[src/rtl/uart_tx_arbiter.sv]
// Round-robin arbiter that shares one UART transmitter among N_REQ debug dump engines.
// Each granted word is sent most-significant byte first over the tx_start/tx_done byte handshake.
module uart_tx_arbiter #(
  parameter int NB_DATA = 8,
  parameter int NB_WORD = 32,
  parameter int N_REQ   = 3
) (
  input  logic                     i_clock,
  input  logic                     i_reset,
  input  logic [N_REQ-1:0]         i_req,
  input  logic [N_REQ*NB_WORD-1:0] i_word,
  input  logic [N_REQ*2-1:0]       i_len,
  output logic [N_REQ-1:0]         o_ack,
  output logic [N_REQ-1:0]         o_grant,
  output logic                     o_busy,
  output logic [NB_DATA-1:0]       o_tx_data,
  output logic                     o_tx_start,
  input  logic                     i_tx_done
);

  typedef enum logic [1:0] {IDLE, SEND, WAIT_DONE, ACK} state_t;

  localparam logic [1:0]       LAST_RESET = 2'(N_REQ - 1);
  localparam logic [N_REQ-1:0] ONE        = N_REQ'(1);

  state_t             state;
  logic [NB_WORD-1:0] word_q;
  logic [1:0]         len_code_q;
  logic [1:0]         byte_cnt;
  logic [1:0]         last_grant;

  logic [NB_WORD-1:0] req_words [N_REQ];
  logic [1:0]         req_lens  [N_REQ];
  logic               arb_found;
  logic [1:0]         arb_idx;
  logic [2:0]         cand;

  for (genvar k = 0; k < N_REQ; k++) begin : g_unpack
    assign req_words[k] = i_word[k*NB_WORD +: NB_WORD];
    assign req_lens[k]  = i_len[k*2 +: 2];
  end

  // Byte position 0 is bits [NB_DATA-1:0]; the caller supplies the position to send.
  function automatic logic [NB_DATA-1:0] byte_at(input logic [NB_WORD-1:0] w,
                                                 input logic [1:0] pos);
    logic [NB_DATA-1:0] r;
    r = '0;
    for (int i = 0; i < NB_WORD / NB_DATA; i++)
      if (pos == 2'(i)) r = w[i*NB_DATA +: NB_DATA];
    return r;
  endfunction

  // Search from last_grant+1 upward with wrap; the first set request wins.
  always_comb begin
    arb_found = 1'b0;
    arb_idx   = '0;
    cand      = '0;
    for (int k = 1; k <= N_REQ; k++) begin
      cand = {1'b0, last_grant} + 3'(k);
      if (cand >= 3'(N_REQ)) cand = cand - 3'(N_REQ);
      if (!arb_found && i_req[cand[1:0]]) begin
        arb_found = 1'b1;
        arb_idx   = cand[1:0];
      end
    end
  end

  always_ff @(posedge i_clock or posedge i_reset) begin
    if (i_reset) begin
      state      <= IDLE;
      word_q     <= '0;
      len_code_q <= '0;
      byte_cnt   <= '0;
      last_grant <= LAST_RESET;
      o_ack      <= '0;
      o_grant    <= '0;
      o_busy     <= 1'b0;
      o_tx_data  <= '0;
      o_tx_start <= 1'b0;
    end else begin
      case (state)
        IDLE: begin
          if (arb_found) begin
            word_q     <= req_words[arb_idx];
            len_code_q <= req_lens[arb_idx];
            byte_cnt   <= '0;
            last_grant <= arb_idx;
            o_grant    <= ONE << arb_idx;
            o_busy     <= 1'b1;
            o_tx_start <= 1'b1;
            o_tx_data  <= byte_at(req_words[arb_idx], req_lens[arb_idx]);
            state      <= SEND;
          end
        end
        SEND: begin
          o_tx_start <= 1'b0;
          state      <= WAIT_DONE;
        end
        WAIT_DONE: begin
          if (i_tx_done) begin
            if (byte_cnt == len_code_q) begin
              o_ack <= o_grant;
              state <= ACK;
            end else begin
              // Next position is len-1-(byte_cnt+1), i.e. code-byte_cnt-1.
              byte_cnt   <= byte_cnt + 2'd1;
              o_tx_start <= 1'b1;
              o_tx_data  <= byte_at(word_q, len_code_q - byte_cnt - 2'd1);
              state      <= SEND;
            end
          end
        end
        ACK: begin
          o_ack   <= '0;
          o_grant <= '0;
          o_busy  <= 1'b0;
          state   <= IDLE;
        end
        default: state <= IDLE;
      endcase
    end
  end

endmodule

[config.mk]
export PLATFORM = sky130hd
export DESIGN_NAME = uart_tx_arbiter
export DESIGN_NICKNAME = d
export VERILOG_FILES = /design/src/rtl/uart_tx_arbiter.sv
export SDC_FILE = /design/constraint.sdc
export NUM_CORES = 1
export LEC_CHECK = 0
export BUFFER_PORTS_ARGS = -buffer_cell sky130_fd_sc_hd__buf_4
export CAP_MARGIN = 20
export CORE_ASPECT_RATIO = 1.4
export CORE_MARGIN = 5
export CORE_UTILIZATION = 52
export DETAILED_ROUTE_END_ITERATION = 16
export HOLD_SLACK_MARGIN = 0.08
export PLACE_DENSITY = 0.81
export SYNTH_ARGS = -nofsm -noshare
export SYNTH_HDL_FRONTEND = slang
export SYNTH_SLANG_ARGS = --single-unit
[constraint.sdc]
create_clock -name i_clock -period 3.5 [get_ports i_clock]
set_input_delay 0.35 -clock i_clock [delete_from_list [all_inputs] [get_ports i_clock]]
set_output_delay 0.35 -clock i_clock [all_outputs]
set_load 0.05 [all_outputs]
==> metrics.log, run 1 <==
[metrics] number of fill cells in the layout: 633
[metrics] count of yosys warnings during synthesis: 0
[metrics] number of flops mapped to enable cells by yosys: 0
[metrics] detailed-routing iteration count for the pre-antenna-repair pass: 4
[metrics] Reg clk slew, reported paths: 0.11 ns
[metrics] root buffer selected by CTS: sky130_fd_sc_hd__clkbuf_8
[metrics] TritonCTS clock tree: built
[metrics] synthesized instance count: 431
[metrics] Register Area: 1400 um2
[metrics] HPWL Detailed: 8.97 mm
[metrics] maximum capacitance violations: 0
[metrics] io pins: 124
[metrics] setup repair after global routing missed its margin: no
[metrics] post-cts repair resize count: 0
[metrics] Die Ht: 112 um
[metrics] via count of the first global-routing pass: 4005
[metrics] tightest slew margin relative to the limit: 0.593
[metrics] aggregate negative setup slack: 0 ns
[metrics] status: complete, no violations
[metrics] Max Clk Rate: 303 MHz
[metrics] endpoint type of the worst setup path: flip-flop
[metrics] Critical Path Slowest Stage Cell: sky130_fd_sc_hd__dfstp_2
[metrics] Post-layout nets: 671
[metrics] signal arrival time at the worst endpoint: 3.51 ns
[metrics] Post-DRT Antenna Nets: 0
[metrics] clk sink count: 56
[metrics] area of the core: 7310 um2
[metrics] cell types with the largest area share after synthesis: sky130_fd_sc_hd__dfrtp_1, sky130_fd_sc_hd__nand2_1, sky130_fd_sc_hd__mux2_2, sky130_fd_sc_hd__o21ai_0, sky130_fd_sc_hd__a21oi_1
[metrics] FFs w/ async S/R, synth: 1.00
[metrics] pin count of the biggest net entering global routing: 46
[metrics] Row Count: 37
[metrics] aggregate routed wire length: 11.9 mm
[metrics] maximum buffer depth of the clock tree: 2
[metrics] post-synthesis cell area: 3880 um2
[metrics] drc violations: 0
[metrics] Die Area: 9310 um2
[metrics] worst-path cell chain: inv_1, ha_1, buf_4, inv_1, o21ai_0, o211a_1, a21oi_2, a21oi_2, buf_4, nor3_1, a2111o_1, o221a_2
[metrics] global-route wire length before repair: 19.3 mm
[metrics] footprint of the multi-input gates: 2270 um2
[metrics] H-tree lvl count: 2
[metrics] number of setup violations in the final report: 0
[metrics] worst-path fanout max: 21
[metrics] category of the worst setup path launch point: flip-flop
[metrics] Crit path required time: 3.71 ns
[metrics] pins over their slew limit: 0
[metrics] via count normalized by instance count: 5.78
[metrics] Placer Congestion: 0.830
[metrics] utilization of the core after routing: 0.693
[metrics] count of buffers inserted at the top-level ports: 123
[metrics] antenna diode instance count: 0
[metrics] layout cells sized above 1: 0.370
[metrics] GRT Total Usage: 0.254
[metrics] commonest register cell after synthesis: sky130_fd_sc_hd__dfrtp_1
[metrics] total count of hold-check failures in the final report: 0
[metrics] total grt overflow: 0
[metrics] share of the synthesized area in the top cell type: 0.355
[metrics] Period Utilization, post-route: 0.944
[metrics] initial cell density of the core: 0.530
[metrics] DIE WIDTH: 83.0 um
[metrics] Layout area overhead: 30.6%
[metrics] crit-path max cell delay: 0.57 ns
[metrics] synth unique cells: 57
[metrics] net count after synthesis: 544
[metrics] Num CTS Buffers: 5
[metrics] clk_lat worst skew: 0.32 ns
[metrics] cell type contributing the most total cell area after synthesis: sky130_fd_sc_hd__dfrtp_1
[metrics] number of synthesized register bits: 56
[metrics] type of the most critical hold path: in -> reg
[metrics] synthesized area divided by synthesized cell count: 9.00 um2
[metrics] violation count after the first detailed-routing iteration: 232
[metrics] wire per inst: 18.1 um
[metrics] transition time of the tightest slew-check pin: 0.611 ns
[metrics] number of antenna violations at the first check in global routing: 0
[metrics] Seq/Total Area, Yosys: 0.361
[metrics] clock skew: 0.0100 ns
[metrics] time the worst path needs with I/O delays and setup: 3.30 ns
[metrics] start-to-end type of the worst setup path: reg -> reg
[metrics] via total after detailed routing: 3789
==> final timing paths <==
path                                                 from                        end  slack, ns  cells past startpoint
worst max-delay path            last_grant[1]$_DFFE_PP1P_   o_tx_data[6]$_DFFE_PP0P_       0.20                     12
worst min-delay path                            i_tx_done       state[0]$_DFFE_PP0P_       0.29                      3
worst max register to register  last_grant[1]$_DFFE_PP1P_   o_tx_data[6]$_DFFE_PP0P_       0.20                     12
worst min register to register     word_q[12]$_DFFE_PP0P_     word_q[12]$_DFFE_PP0P_       0.49                      2
max in group asynchronous                         i_reset  last_grant[1]$_DFFE_PP1P_       2.63                      4
min in group asynchronous                         i_reset  len_code_q[1]$_DFFE_PP0P_       0.44                      3
==> per-stage QoR <==
stage               hold WS, ns  cells  instance area [um2]  setup WS [ns]
CTS                       0.266    651                 5010          0.126
finish                    0.290    656                 5070          0.197
global placement          0.459    643                 4930          0.306
global route              0.319    656                 5070         0.0780
floorplan                 0.442    431                 3880          0.499
detailed placement        0.464    643                 4930          0.155
==> per-layer routing <==
metal	track usage	vias up	share of wire
met3	0.0521	18	0.067
li1	-	1799	-
met1	0.285	1822	0.38
met4	0.104	0	0.019
met2	0.464	150	0.53
met5	0	-	0
==> worst max-delay path: cells and delay by family, from the launching register on <==
| kind | cells | cell delay (ns) |
|---|---|---|
| compound gates | 6 | 1.43 |
| fa+ha+maj | 1 | 0.47 |
| simple gates | 1 | 0.08 |
| buf+inv | 4 | 0.63 |
| flops | 1 | 0.57 |
==> area by class of cell <==
class / count / area share
Timing Repair Buffer: 149 / 0.224
Sequential cell: 56 / 0.277
Multi-Input combinational cell: 332 / 0.448
Tap cell: 97 / 0.0240
Inverter: 14 / 0.0104
Clock buffer: 6 / 0.0143
Clock inverter: 2 / 0.00272
==> cells in the final DEF (no fill, tap or decap), types with 9 or more instances in the layout <==
| cell | instances |
|---|---|
| sky130_fd_sc_hd__mux2_2 | 20 |
| sky130_fd_sc_hd__nand3_1 | 9 |
| sky130_fd_sc_hd__nor2_1 | 18 |
| sky130_fd_sc_hd__mux2i_1 | 13 |
| sky130_fd_sc_hd__inv_1 | 12 |
| sky130_fd_sc_hd__buf_4 | 147 |
| sky130_fd_sc_hd__a21oi_1 | 33 |
| sky130_fd_sc_hd__o21ai_0 | 37 |
| sky130_fd_sc_hd__nand2_1 | 89 |
| sky130_fd_sc_hd__nor3_1 | 11 |
| sky130_fd_sc_hd__dfrtp_1 | 55 |
==> kinds of logic after synthesis <==
kind of cell | after synthesis | synth area share
AOI/OAI and AO/OA | 129 | 0.236
xor gates and xnor gates | 3 | 0.00677
adders and majority gates | 5 | 0.0161
buffers and inverters | 43 | 0.0574
DFF | 56 | 0.361
muxes | 42 | 0.146
and+or+nand+nor | 153 | 0.176
==> synthesized netlist by cell type, drive strengths merged, types with 2 or more instances <==
cell type,n
mux2i,14
a31oi,4
a21o,7
o211ai,8
o32ai,2
a221oi,7
and2,2
nor3b,7
o211a,2
dfrtp,55
buf,19
nand3,9
and3,4
xor2,2
a21oi,36
nor3,11
o21ai,37
clkbuf,10
a22oi,7
mux2,20
inv,14
nand2,89
a211oi,2
nor2,20
nor2b,5
o2bb2ai,8
nand2b,3
ha,5
mux4,8
==> state kept, by name, summed over array words and instances, names as in the netlist <==
register	count
word_q	32
o_tx_start	1
o_ack	3
state	2
byte_cnt	2
o_grant	3
o_tx_data	8
last_grant	2
o_busy	1
len_code_q	2
==> timing repair <==
item                       CTS  global route
hold endpoints to repair     0             2
setup buffers                0             3
setup endpoints to repair    0             4
hold buffers                 0             1
Power of run 1 is not shown: default switching activity piles up to over one toggle a cycle in this logic, so the estimate is an artifact.
==> run 2, diff against run 1 <==
BUFFER_PORTS_ARGS = -buffer_cell sky130_fd_sc_hd__clkbuf_2   (was -buffer_cell sky130_fd_sc_hd__buf_4)
GPL_TIMING_DRIVEN = 1   (was default)
==> metrics.log, run 2 (synthesized netlist as in run 1, its figures left out) <==
[metrics] status: complete, no violations
[metrics] time the worst path needs with I/O delays and setup: 3.32 ns
[metrics] number of antenna violations at the first check in global routing: 0
[metrics] total grt overflow: 0
[metrics] Placer Congestion: 0.906
[metrics] Period Utilization, post-route: 0.948
[metrics] area of the core: 7310 um2
[metrics] commonest cells after routing, fill and taps aside: sky130_fd_sc_hd__clkbuf_2, sky130_fd_sc_hd__nand2_1, sky130_fd_sc_hd__dfrtp_1
[metrics] layout cells sized above 1: 0.378
[metrics] Post-layout nets: 673
[metrics] maximum capacitance violations: 0
[metrics] root buffer selected by CTS: sky130_fd_sc_hd__clkbuf_8
[metrics] clk sink count: 56
[metrics] H-tree lvl count: 2
[metrics] Max Clk Rate: 301 MHz
[metrics] Die Ht: 112 um
[metrics] total count of hold-check failures in the final report: 0
[metrics] category of the worst setup path launch point: flip-flop
[metrics] HPWL Detailed: 8.78 mm
[metrics] endpoint type of the worst setup path: flip-flop
[metrics] count of buffers inserted at the top-level ports: 123
[metrics] maximum buffer depth of the clock tree: 2
[metrics] via count normalized by instance count: 5.80
[metrics] start-to-end type of the worst setup path: reg -> reg
[metrics] clock skew: 0.00707 ns
[metrics] worst hold slack across all endpoints: 0.0968 ns
[metrics] initial cell density of the core: 0.530
[metrics] via total after detailed routing: 3817
[metrics] Most flops, register: word_q
[metrics] drc violations: 0
[metrics] violation count after the first detailed-routing iteration: 256
[metrics] aggregate routed wire length: 11.7 mm
[metrics] Layout area overhead: 23.4%
[metrics] pins over their slew limit: 0
[metrics] tightest slew margin relative to the limit: 0.334
[metrics] Reg clk slew, reported paths: 0.11 ns
[metrics] transition time of the tightest slew-check pin: 0.991 ns
[metrics] Post-DRT Antenna Nets: 0
[metrics] antenna diode instance count: 0
[metrics] number of fill cells in the layout: 656
[metrics] worst-path fanout max: 21
[metrics] signal arrival time at the worst endpoint: 3.52 ns
[metrics] Largest regs: word_q x32, o_tx_data x8
[metrics] detailed-routing iteration count for the pre-antenna-repair pass: 4
[metrics] TritonCTS clock tree: built
[metrics] DIE WIDTH: 83.0 um
[metrics] Row Count: 37
[metrics] pin count of the biggest net entering global routing: 32
[metrics] final std cells w/o fill: 658
[metrics] Crit path required time: 3.71 ns
[metrics] Num CTS Buffers: 5
[metrics] number of setup violations in the final report: 0
[metrics] via count of the first global-routing pass: 3851
[metrics] wire per inst: 17.7 um
[metrics] setup repair after global routing missed its margin: no
[metrics] Die Area: 9310 um2
[metrics] placed cell count: 643
[metrics] max FFs per register: 32
[metrics] leading cell type in the layout, fill and taps excluded: sky130_fd_sc_hd__clkbuf_2
[metrics] aggregate negative setup slack: 0 ns
[metrics] clk_lat worst skew: 0.32 ns
[metrics] GRT Total Usage: 0.243
[metrics] global-route wire length before repair: 18.8 mm
[metrics] type of the most critical hold path: in -> async
[metrics] io pins: 124
## run 2: final cells by class
type / instances / area, um2 / share of cell area
Multi-Input combinational cell: 332 / 2270 / 0.474
Sequential cell: 56 / 1400 / 0.293
Timing Repair Buffer: 151 / 826 / 0.172
Tap cell: 97 / 121 / 0.0253
Clock buffer: 5 / 68.8 / 0.0144
Inverter: 14 / 52.6 / 0.0110
Clock inverter: 3 / 46.3 / 0.00967
## run 2: metrics by stage
stage	worst slack (ns)	util	cell area, um2
after floorplan	0.499	-	3880
after global placement	0.254	0.632	4620
after detailed placement	0.0890	0.632	4620
after CTS	0.0298	0.647	4730
after global routing	0.00679	0.655	4790
final	0.183	0.655	4790
## run 2: critical path: stages (launching register included)
cell and delay [ns]:
sky130_fd_sc_hd__dfstp_2 0.57, sky130_fd_sc_hd__inv_1 0.06, sky130_fd_sc_hd__ha_2 0.50, sky130_fd_sc_hd__xor2_1 0.11, sky130_fd_sc_hd__o32ai_1 0.40, sky130_fd_sc_hd__o211a_1 0.39
sky130_fd_sc_hd__a21oi_2 0.06, sky130_fd_sc_hd__a21oi_2 0.17, sky130_fd_sc_hd__buf_4 0.30, sky130_fd_sc_hd__nor3_1 0.09, sky130_fd_sc_hd__a2111o_1 0.40, sky130_fd_sc_hd__o221a_2 0.14
## run 2: worst paths after layout
| path | from | to | slack [ns] | cells after the start |
|---|---|---|---|---|
| worst max-delay path | last_grant[1]$_DFFE_PP1P_ | o_tx_data[6]$_DFFE_PP0P_ | 0.18 | 11 |
| min in group i_clock | i_tx_done | state[0]$_DFFE_PP0P_ | 0.28 | 3 |
| worst max register to register | last_grant[1]$_DFFE_PP1P_ | o_tx_data[6]$_DFFE_PP0P_ | 0.18 | 11 |
| max in group asynchronous | i_reset | word_q[27]$_DFFE_PP0P_ | 2.60 | 3 |
| worst min-delay path | i_reset | word_q[13]$_DFFE_PP0P_ | 0.1 | 2 |
| worst min register to register | word_q[12]$_DFFE_PP0P_ | word_q[12]$_DFFE_PP0P_ | 0.49 | 2 |
## run 2: what timing repair did
action / CTS / global route
setup buffers: 0 / 7
pin swaps: 1 / 2
resized for setup: 0 / 1
setup endpoints to repair: 1 / 8
hold buffers: 0 / 0
## run 2: layer usage
metal  vias up  global-route usage  part of all wire
met1      1825               0.306              0.40
li1       1804                   -                 -
met2       163               0.427              0.51
met5         -                   0                 0
met3        25              0.0419             0.063
met4         0              0.0676             0.025
Power of run 2 is left out for the same reason.
==> run 3, diff against run 2 <==
CORE_MARGIN = 8   (was 5)
==> metrics.log, run 3 (synthesized netlist as in run 1, its figures left out) <==
[metrics] endpoint type of the worst setup path: flip-flop
[metrics] status: complete, no violations
[metrics] layout cells sized above 1: 0.367
[metrics] area of the core: 7310 um2
[metrics] worst hold slack across all endpoints: 0.185 ns
[metrics] Layout area overhead: 21.2%
[metrics] worst-path cell chain: inv_1, ha_2, nor2b_1, o32ai_2, o211ai_4, buf_4, mux2_2, mux2i_1, nor3_1, nor3b_1, a221oi_2
[metrics] Die Ht: 118 um
[metrics] via count of the first global-routing pass: 3850
[metrics] DIE WIDTH: 89.0 um
[metrics] aggregate negative setup slack: 0 ns
[metrics] root buffer selected by CTS: sky130_fd_sc_hd__clkbuf_8
[metrics] antenna diode instance count: 0
[metrics] global-route wire length before repair: 18.9 mm
[metrics] TritonCTS clock tree: built
[metrics] number of setup violations in the final report: 0
[metrics] via total after detailed routing: 3761
[metrics] Max Clk Rate: 306 MHz
[metrics] setup repair after global routing missed its margin: no
[metrics] wire per inst: 17.8 um
[metrics] Critical Path Slowest Stage Cell: sky130_fd_sc_hd__dfstp_2
[metrics] Num CTS Buffers: 5
[metrics] maximum buffer depth of the clock tree: 2
[metrics] HPWL Detailed: 8.84 mm
[metrics] Post-layout nets: 665
[metrics] cell family contributing the most delay on the critical path: simple AND/OR/NAND/NOR gates
[metrics] type of the most critical hold path: in -> async
[metrics] worst-path fanout max: 14
[metrics] worst path bufs/invs: 2
[metrics] timing startpoint of the critical path: last_grant[1]$_DFFE_PP1P_
[metrics] Most flops, register: word_q
[metrics] tightest slew margin relative to the limit: 0.418
[metrics] leading cell type in the layout, fill and taps excluded: sky130_fd_sc_hd__clkbuf_2
[metrics] pins over their slew limit: 0
[metrics] violation count after the first detailed-routing iteration: 242
[metrics] Row Count: 37
[metrics] io pins: 124
[metrics] Reg clk slew, reported paths: 0.10 ns
[metrics] Die Area: 10500 um2
[metrics] Period Utilization, post-route: 0.935
[metrics] count of buffers inserted at the top-level ports: 123
[metrics] H-tree lvl count: 2
[metrics] maximum capacitance violations: 0
[metrics] aggregate routed wire length: 11.5 mm
[metrics] detailed-routing iteration count for the pre-antenna-repair pass: 4
[metrics] pin count of the biggest net entering global routing: 43
[metrics] via count normalized by instance count: 5.79
[metrics] time the worst path needs with I/O delays and setup: 3.27 ns
[metrics] total count of hold-check failures in the final report: 0
[metrics] drc violations: 0
[metrics] number of antenna violations at the first check in global routing: 0
[metrics] max FFs per register: 32
[metrics] GRT Total Usage: 0.225
[metrics] clk_lat worst skew: 0.32 ns
[metrics] Placer Congestion: 0.927
[metrics] worst reg2reg path startpoint: last_grant[1]$_DFFE_PP1P_
[metrics] clk sink count: 56
[metrics] Post-CTS Setup Bufs: 0
[metrics] total grt overflow: 0
[metrics] crit-path max cell delay: 0.57 ns
[metrics] initial cell density of the core: 0.530
[metrics] signal arrival time at the worst endpoint: 3.46 ns
[metrics] start-to-end type of the worst setup path: reg -> reg
[metrics] Post-DRT Antenna Nets: 0
[metrics] transition time of the tightest slew-check pin: 0.871 ns
[metrics] Largest regs: word_q x32, o_tx_data x8
[metrics] commonest cells after routing, fill and taps aside: sky130_fd_sc_hd__clkbuf_2, sky130_fd_sc_hd__nand2_1, sky130_fd_sc_hd__dfrtp_1
[metrics] clock skew: 0.0124 ns
[metrics] Crit path required time: 3.69 ns
[metrics] category of the worst setup path launch point: flip-flop
-- run 3: changes by cell type in the layout (fill, tap and decap cells not counted), sizes merged --
cell    change
buf         -8
bufinv      -1
clkbuf      +1
-- run 3: routing by layer --
metal,global-route usage,part of all wire,up-vias
met5,0,0,-
met3,0.0541,0.076,20
met4,0.0815,0.022,0
met1,0.276,0.39,1782
met2,0.369,0.51,168
li1,-,-,1791
-- run 3: per-stage QoR --
stage	setup slack [ns]	instances	utilization	area (um2)
finish	0.229	650	0.643	4700
global route	0.0576	650	0.643	4700
CTS	0.176	649	0.641	4690
detailed placement	0.223	641	0.629	4600
global placement	0.343	641	0.629	4600
floorplan	0.499	431	-	3880
-- run 3: timing repair --
item | CTS | global route
gates resized for setup | 0 | 1
hold buffers | 0 | 0
endpoints found under the setup margin | 0 | 7
-- run 3: final timing paths --
check	end	slack (ns)	cells after the start
max	o_tx_data[3]$_DFFE_PP0P_	0.23	11
min	o_ack[1]$_DFFE_PP0P_	0.18	2
max reg2reg	o_tx_data[3]$_DFFE_PP0P_	0.23	11
min reg2reg	word_q[12]$_DFFE_PP0P_	0.48	2
max in group asynchronous	o_tx_data[0]$_DFFE_PP0P_	2.57	3
min in group i_clock	state[0]$_DFFE_PP0P_	0.28	3
-- run 3: layout make-up --
class	count	area [um2]
Clock buffer	6	72.6
Sequential cell	56	1400
Clock inverter	2	13.8
Fill cell	654	2610
Timing Repair Buffer	143	766
Tap cell	97	121
Inverter	14	52.6
Multi-Input combinational cell	332	2270
Power of run 3 is left out for the same reason.
